===== src/rtl/matrix_result_display.sv =====
// rtl/matrix_result_display.sv - seven-segment walker for a packed 2x2 signed product matrix
// Optional build macro MRD_LOOP_EN: keep cycling c11..c22 instead of blanking after c22.
module matrix_result_display #(
    parameter int DWELL_CYCLES = 16
) (
    input  logic        clk,
    input  logic        rst_n,
    input  logic        ena,
    input  logic        res_valid,
    input  logic [15:0] res_in,
    input  logic        err_in,
    output logic [6:0]  seg_out,
    output logic        dp_out,
    output logic [1:0]  idx_out,
    output logic        busy
);

    typedef enum logic [1:0] {
        IDLE = 2'd0,
        SHOW = 2'd1,
        ERR  = 2'd2
    } state_t;

    localparam logic [15:0] DWELL_LAST = 16'(DWELL_CYCLES - 1);
    localparam logic [6:0]  SEG_BLANK  = 7'h00;
    localparam logic [6:0]  SEG_E      = 7'h79;

    state_t      state;
    state_t      state_next;
    logic [15:0] cnt;
    logic [15:0] cnt_next;
    logic [1:0]  idx;
    logic [1:0]  idx_next;
    logic [15:0] data;
    logic [15:0] data_next;

    logic [6:0]  seg_next;
    logic        dp_next;
    logic [1:0]  idx_out_next;
    logic        busy_next;
    logic [3:0]  elem;
    logic [3:0]  mag;

    function automatic logic [6:0] seg_decode(input logic [3:0] m);
        logic [6:0] s;
        case (m)
            4'd0:    s = 7'h3F;
            4'd1:    s = 7'h06;
            4'd2:    s = 7'h5B;
            4'd3:    s = 7'h4F;
            4'd4:    s = 7'h66;
            4'd5:    s = 7'h6D;
            4'd6:    s = 7'h7D;
            4'd7:    s = 7'h07;
            4'd8:    s = 7'h7F;
            default: s = SEG_BLANK;
        endcase
        return s;
    endfunction

    always_ff @(posedge clk) begin
        if (!rst_n) begin
            state   <= IDLE;
            cnt     <= 16'd0;
            idx     <= 2'd0;
            data    <= 16'd0;
            seg_out <= SEG_BLANK;
            dp_out  <= 1'b0;
            idx_out <= 2'd0;
            busy    <= 1'b0;
        end else if (ena) begin
            state   <= state_next;
            cnt     <= cnt_next;
            idx     <= idx_next;
            data    <= data_next;
            seg_out <= seg_next;
            dp_out  <= dp_next;
            idx_out <= idx_out_next;
            busy    <= busy_next;
        end
    end

    // A fresh capture outranks any dwell expiry in the same cycle.
    always_comb begin
        state_next = state;
        cnt_next   = cnt;
        idx_next   = idx;
        data_next  = data;
        if (res_valid) begin
            data_next  = res_in;
            cnt_next   = 16'd0;
            idx_next   = 2'd0;
            state_next = err_in ? ERR : SHOW;
        end else begin
            case (state)
                SHOW: begin
                    if (cnt == DWELL_LAST) begin
                        cnt_next = 16'd0;
                        if (idx == 2'd3) begin
`ifdef MRD_LOOP_EN
                            idx_next = 2'd0;
`else
                            idx_next   = 2'd0;
                            state_next = IDLE;
`endif
                        end else begin
                            idx_next = idx + 2'd1;
                        end
                    end else begin
                        cnt_next = cnt + 16'd1;
                    end
                end
                ERR: begin
                    if (cnt == DWELL_LAST) begin
                        cnt_next   = 16'd0;
                        state_next = IDLE;
                    end else begin
                        cnt_next = cnt + 16'd1;
                    end
                end
                default: begin
                    cnt_next = 16'd0;
                    idx_next = 2'd0;
                end
            endcase
        end
    end

    // Outputs are decoded from the next state so the new display lands on the same edge.
    always_comb begin
        case (idx_next)
            2'd0:    elem = data_next[3:0];
            2'd1:    elem = data_next[7:4];
            2'd2:    elem = data_next[11:8];
            default: elem = data_next[15:12];
        endcase
        mag = elem[3] ? (~elem + 4'd1) : elem;

        seg_next     = SEG_BLANK;
        dp_next      = 1'b0;
        idx_out_next = 2'd0;
        busy_next    = 1'b0;
        case (state_next)
            SHOW: begin
                seg_next     = seg_decode(mag);
                dp_next      = elem[3];
                idx_out_next = idx_next;
                busy_next    = 1'b1;
            end
            ERR: begin
                seg_next  = SEG_E;
                busy_next = 1'b1;
            end
            default: begin
                seg_next = SEG_BLANK;
            end
        endcase
    end

endmodule


===== config.mk =====
export PLATFORM = sky130hd
export DESIGN_NAME = matrix_result_display
export DESIGN_NICKNAME = d
export VERILOG_FILES = /design/src/rtl/matrix_result_display.sv
export SDC_FILE = /design/constraint.sdc
export NUM_CORES = 1
export LEC_CHECK = 0
export ABC_AREA = 1
export BUFFER_PORTS_ARGS = -buffer_cell sky130_fd_sc_hd__buf_2
export CORE_MARGIN = 2
export CORE_UTILIZATION = 55
export CTS_CLUSTER_DIAMETER = 100
export DETAILED_ROUTE_END_ITERATION = 10
export GPL_TIMING_DRIVEN = 0
export PLACE_DENSITY = 0.8
export SLEW_MARGIN = 10
export SYNTH_ARGS = -nofsm -noshare
export SYNTH_HDL_FRONTEND = slang
export SYNTH_SLANG_ARGS = --single-unit

===== constraint.sdc =====
create_clock -name clk -period 3.67 [get_ports clk]
set_input_delay 0 -clock clk [delete_from_list [all_inputs] [get_ports clk]]
set_output_delay 0 -clock clk [all_outputs]
set_load 0.005 [all_outputs]

# == Yosys cells after proc, flatten, opt, wreduce, memory -nomap -nowiden ==
# Memory sizes are Yosys's and may differ from the RTL's.
# Cells that the tools add are included.
# W data, S select, Z words.
# word_totals
reg_bits,47
out_inout_bits,11
rom_bits,112
memories,1
word_cells,44
# mem_list
name,words,word_bits,read_ports,rd_clocked_by_memory_dff,write_ports,line,source
(name not given),16,7,1,0,0,46,case (m)
# classes
n_bitwise,1
eq_ne,8
n_mux,20
n_reduce_logical,3
addsub,3
# ops
cell,count
$mux W16,4
$mux W2,9
$add A16 B1 Y16 const B,1
$eq A16 B4 Y1 const B,1
$pmux W7 S2,1
$pmux W4 S3,1
$eq A2 B2 Y1 const B,4
$pmux W2 S2,2
$eq A2 B1 Y1 const B,3
$add A4 B1 Y4 const B,1
$mux W4,1
$not A4 Y4,1
$reduce_or A2 Y1,2
$add A2 B1 Y2 const B,1
$logic_not A2 Y1,1
$mux W1,2

# == Longest topological paths before layout ==
# An unclocked memory read counts as a cell.
# logic_depth
depth_word,12
mapped_depth,23
depth_no_buf,23

# == Least setup slack after synthesis ==
# No wires, ideal clock.
# synth_timing
path_kind,register -> register
startpoint,reg cnt[0]
endpoint,reg seg_out[0]
arrival_time_ns,2.797
n_path_buf,0
path_slack_ns,0.741
required_time_ns,3.538
path_stages_with_launch,24
path_cell_list,dfxtp_1 -> ha_1 -> nand3_2 -> nor2_4 -> nand2_4 -> nand2_1 -> nand3_2 -> nand2_4 -> nand2_4 -> inv_2 -> nand3_1 -> nand4_1 -> inv_1 -> ha_1 -> inv_1 -> o21ai_1 -> inv_1 -> ha_1 -> inv_1 -> o2111ai_1 -> nand2_1 -> inv_2 -> nand2_1 -> a21oi_2
# synth_via
elab_chain_cells,11
elab_cells_between_ends,19
cone_classes,1 x add/sub; 5 x eq/ne; 10 x mux; 1 x bitwise; 1 x reduce/logical; 1 x memory
# synth_lines
element,line,source
start: declaration,30,logic [15:0] cnt;
start signal: assignment,73,cnt <= cnt_next;
$eq A16 B4 Y1 *,"97, 114",
$mux W2,97,if (cnt == DWELL_LAST) begin
$pmux W2 S2,95,case (state)
$mux W2,89,if (res_valid) begin
$eq A2 B2 Y1 (tied with other cells),131,case (idx_next)
$pmux W4 S3,131,
$not A4 Y4,137,mag = elem[3] ? (~elem + 4'd1) : elem;
$add A4 B1 Y4,137,
$mux W4,137,
$mem_v2 Z16 W7,-,
$pmux W7 S2 *,143,case (state_next)
end signal: assignment,76,seg_out <= seg_next;
end: declaration,12,"output logic [6:0] seg_out,"
# Every way passes the cells marked *; elsewhere a longest branch is shown, timed or not.
# A chain may end at the register's enable or synchronous reset.

# == Worst setup path in the final report ==
# layout_timing
startpoint,reg cnt[0]
endpoint,reg seg_out[3]
# The elaborated chain is that of the path after synthesis.

==> reports/results.txt <==
DR WL/cell - 12.5 microns
Clk Latency, worst-skew pair - 0.30 ns
Total CTS buffers - 5
Post-synthesis sequential area ratio - 0.330
Post-Synthesis Net Count - 449
IO Count - 32
Synth Register Bits - 47
Synthesized area - 0.00285 sq mm
Crit path max-delay family - simple AND/OR/NAND/NOR gates
CP max-delay cell - dfxtp_1
Core area - 0.00504 sq mm
Starting density of the core - 0.565
Clock buffer depth - 2
WP data arrival - 3.46 ns
Largest area contributor in the synthesized netlist - dfxtp_1
Area delta synth->final - 12.3%
XOR/XNOR share of the synthesized area - 0.00615
Main combinational cell family by area after synthesis - simple AND/OR/NAND/NOR gates
Post-synth cell types - 38
Vias in the first global route - 2,451
Crit. End Element - flip-flop
Die area - 0.00577 sq mm
CP Launch Type - flip-flop
Root Buffer - clkbuf_8
Setup crit start - cnt[0]
Syn_area_per_cell - 6.85 sq um
Synth async-reset ratio - 0
Post-route DRC - 0
CTS tree - yes
Max-slew headroom - 0.591
Post-synth EDFFs - 0
Antenna Nets Post-Route - 0
Worst hold slack - 0.0470 ns
Peak supply drop - 207 uV
Largest cells by area after synthesis - dfxtp_1 (33%), inv_1 (9.7%), nand2_1 (9.6%), o21ai_0 (7.0%), a21oi_1 (6.5%)
Peak fanout along the critical path - 7
Syn. warnings - 0
Clk_skew - 0.00768 ns
Slew @ Worst Pin - 0.614 ns
Via/cell ratio - 5.12
First DRT Iteration DRCs - 133
N_diodes - 0
Top post-synthesis cells by count - inv_1 (74), nand2_1 (73), dfxtp_1 (47)
GPL Wtd Cong - 0.844
Layout cells sized above 1 - 0.173
Adder-Cell Fraction of Synth Area - 0.0527
Mapped Cells - 416
Die X - 76.0 microns
GRT Util Overall - 0.238
Initial antenna violation count - 0
First-pass GRT wire length - 11,200 microns
Crit Reg-Reg Startpoint - cnt[0]
Setup TNS - 0 ns
Clock Pin Slew Worst Setup and Hold Paths - 0.09 ns
CP Data Required Time - 3.84 ns
WL final - 6550 microns
Status - completed
Fmax - 0.304 GHz
Worst hold start - ena
Fin nets - 488
Min-Delay Path Class - in2reg
Vias - 2,692
Largest net degree at the start of global routing - 15
Filler Cell Count - 488
Simple-gate share of the synthesized area - 0.285
Leak - 1.49 nW
Max-Cap Viols - 0
First-pass DRT Iterations - 5
Final setup fails - 0
Final period util - 0.896
Most frequent cell after synthesis - inv_1
CP most frequent cell - inv_1
# rows - 26
Max-slew violations - 0
Die H - 76.0 microns
Final hold violations - 0
H-Tree Depth - 2
Fin crit period - 3.29 ns
# clock sinks - 47
Dpl hpwl - 4840 microns
Synth Flop Type - dfxtp_1
Post-synth top area share - 0.330
Ordered list of cells on the worst path - ha_1 -> nand3_2 -> nor2_4 -> nand2_4 -> nand2_1 -> nand3_2 -> nand2_4 -> nand2_4 -> inv_2 -> nand3_1 -> nand4_1 -> inv_1 -> ha_1 -> inv_1 -> o21ai_2 -> inv_1 -> ha_1 -> inv_1 -> o2111ai_1 -> nand2_1 -> inv_2 -> nand2_1 -> a21oi_2
IO Port Bufs - 31
Multiplexer share of the synthesized area - 0.00351
Power Density - 333 mW/mm^2
Overflow after GRT - 0
Worst path bufs/invs - 6
Synth Area in Compound Gates - 0.198
Design Power - 1.07 mW
CP max stage delay - 0.38 ns
Critical path type - reg2reg
[where the power goes]
group / total (mW) / internal (mW) / switching, mW
combinational: 0.195 / 0.0685 / 0.126
sequential: 0.538 / 0.530 / 0.00793
clock: 0.334 / 0.155 / 0.179
[cell families after synthesis]
family / count (synthesis)
simple gates: 163
compound gates: 97
buf+inv: 94
flops: 47
fa+ha+maj: 12
xor+xnor: 2
mux: 1
[state kept, by name, indices dropped and copies added (netlist names)]
name     cells
busy         1
cnt         16
data        16
dp_out       1
idx          2
idx_out      2
seg_out      7
state        2
[worst reg2reg max path, stage by stage (launching register included)]
cell and delay [ns]:
dfxtp_1 0.38, ha_1 0.22, nand3_2 0.13, nor2_4 0.19, nand2_4 0.09, nand2_1 0.08, nand3_2 0.08, nand2_4 0.13
nand2_4 0.08, inv_2 0.09, nand3_1 0.07, nand4_1 0.17, inv_1 0.14, ha_1 0.30, inv_1 0.04, o21ai_2 0.19
inv_1 0.10, ha_1 0.21, inv_1 0.06, o2111ai_1 0.11, nand2_1 0.09, inv_2 0.06, nand2_1 0.09, a21oi_2 0.05
[layout make-up]
type / instances / area (sq um) / share of cell area
sequential: 47 / 941 / 0.294
timing repair buffer: 32 / 165 / 0.0516
inverter: 81 / 304 / 0.0950
buffer: 13 / 51.3 / 0.0160
clock buffer: 7 / 86.3 / 0.0270
clock inverter: 1 / 8.76 / 0.00274
tap: 70 / 87.6 / 0.0274
multi-input combinational: 275 / 1560 / 0.487
[layout by cell type (no fill, tap or decap), types with 3 or more instances in the layout]
cell	Yosys	final
inv_2	7	7
nor2_4	4	4
nand2_1	73	73
nand4_1	4	4
inv_1	74	74
a221oi_1	3	3
o21ai_0	40	40
nand3_2	5	5
clkbuf_8	0	6
nand3_1	27	27
nor2_1	26	26
nand3b_1	4	4
nand2_2	5	5
nand2_4	7	7
a21oi_2	4	4
a21oi_1	37	37
dfxtp_1	47	47
nor3_1	3	3
ha_1	12	12
buf_2	2	33
clkbuf_1	10	11
[per-stage QoR]
step                instances  setup WS, ns  instance area (sq um)   util
finish                    526         0.380                   3200  0.635
global route              526      -0.00115                   3200  0.635
CTS                       526         0.287                   3200  0.634
detailed placement        517         0.303                   3090  0.613
global placement          517         0.354                   3090  0.613
floorplan                 416         0.741                   2850      -
[timing repair]
item                                    4_1_cts  5_1_grt
hold buffers                                  1        0
setup buffers                                 0        0
endpoints found under the setup margin        0        7
hold endpoints to repair                      1        0
resized for setup                             0        1
[worst paths after layout]
path | end | slack (ns) | cells past startpoint
worst max register to register | seg_out[3] | 0.38 | 23
worst min register to register | seg_out[2] | 0.46 | 2
worst max-delay path | seg_out[3] | 0.38 | 23
worst min-delay path | cnt[11] | 0.05 | 3
[layer usage]
layer / track usage / share of wire / vias to the layer above
met3: 0.0427 / 0.043 / 13
met4: 0.0873 / 0.024 / 0
met2: 0.418 / 0.49 / 58
met1: 0.292 / 0.44 / 1213
met5: 0 / 0 / -
li1: - / - / 1408
(Power assumes the default switching activity.)
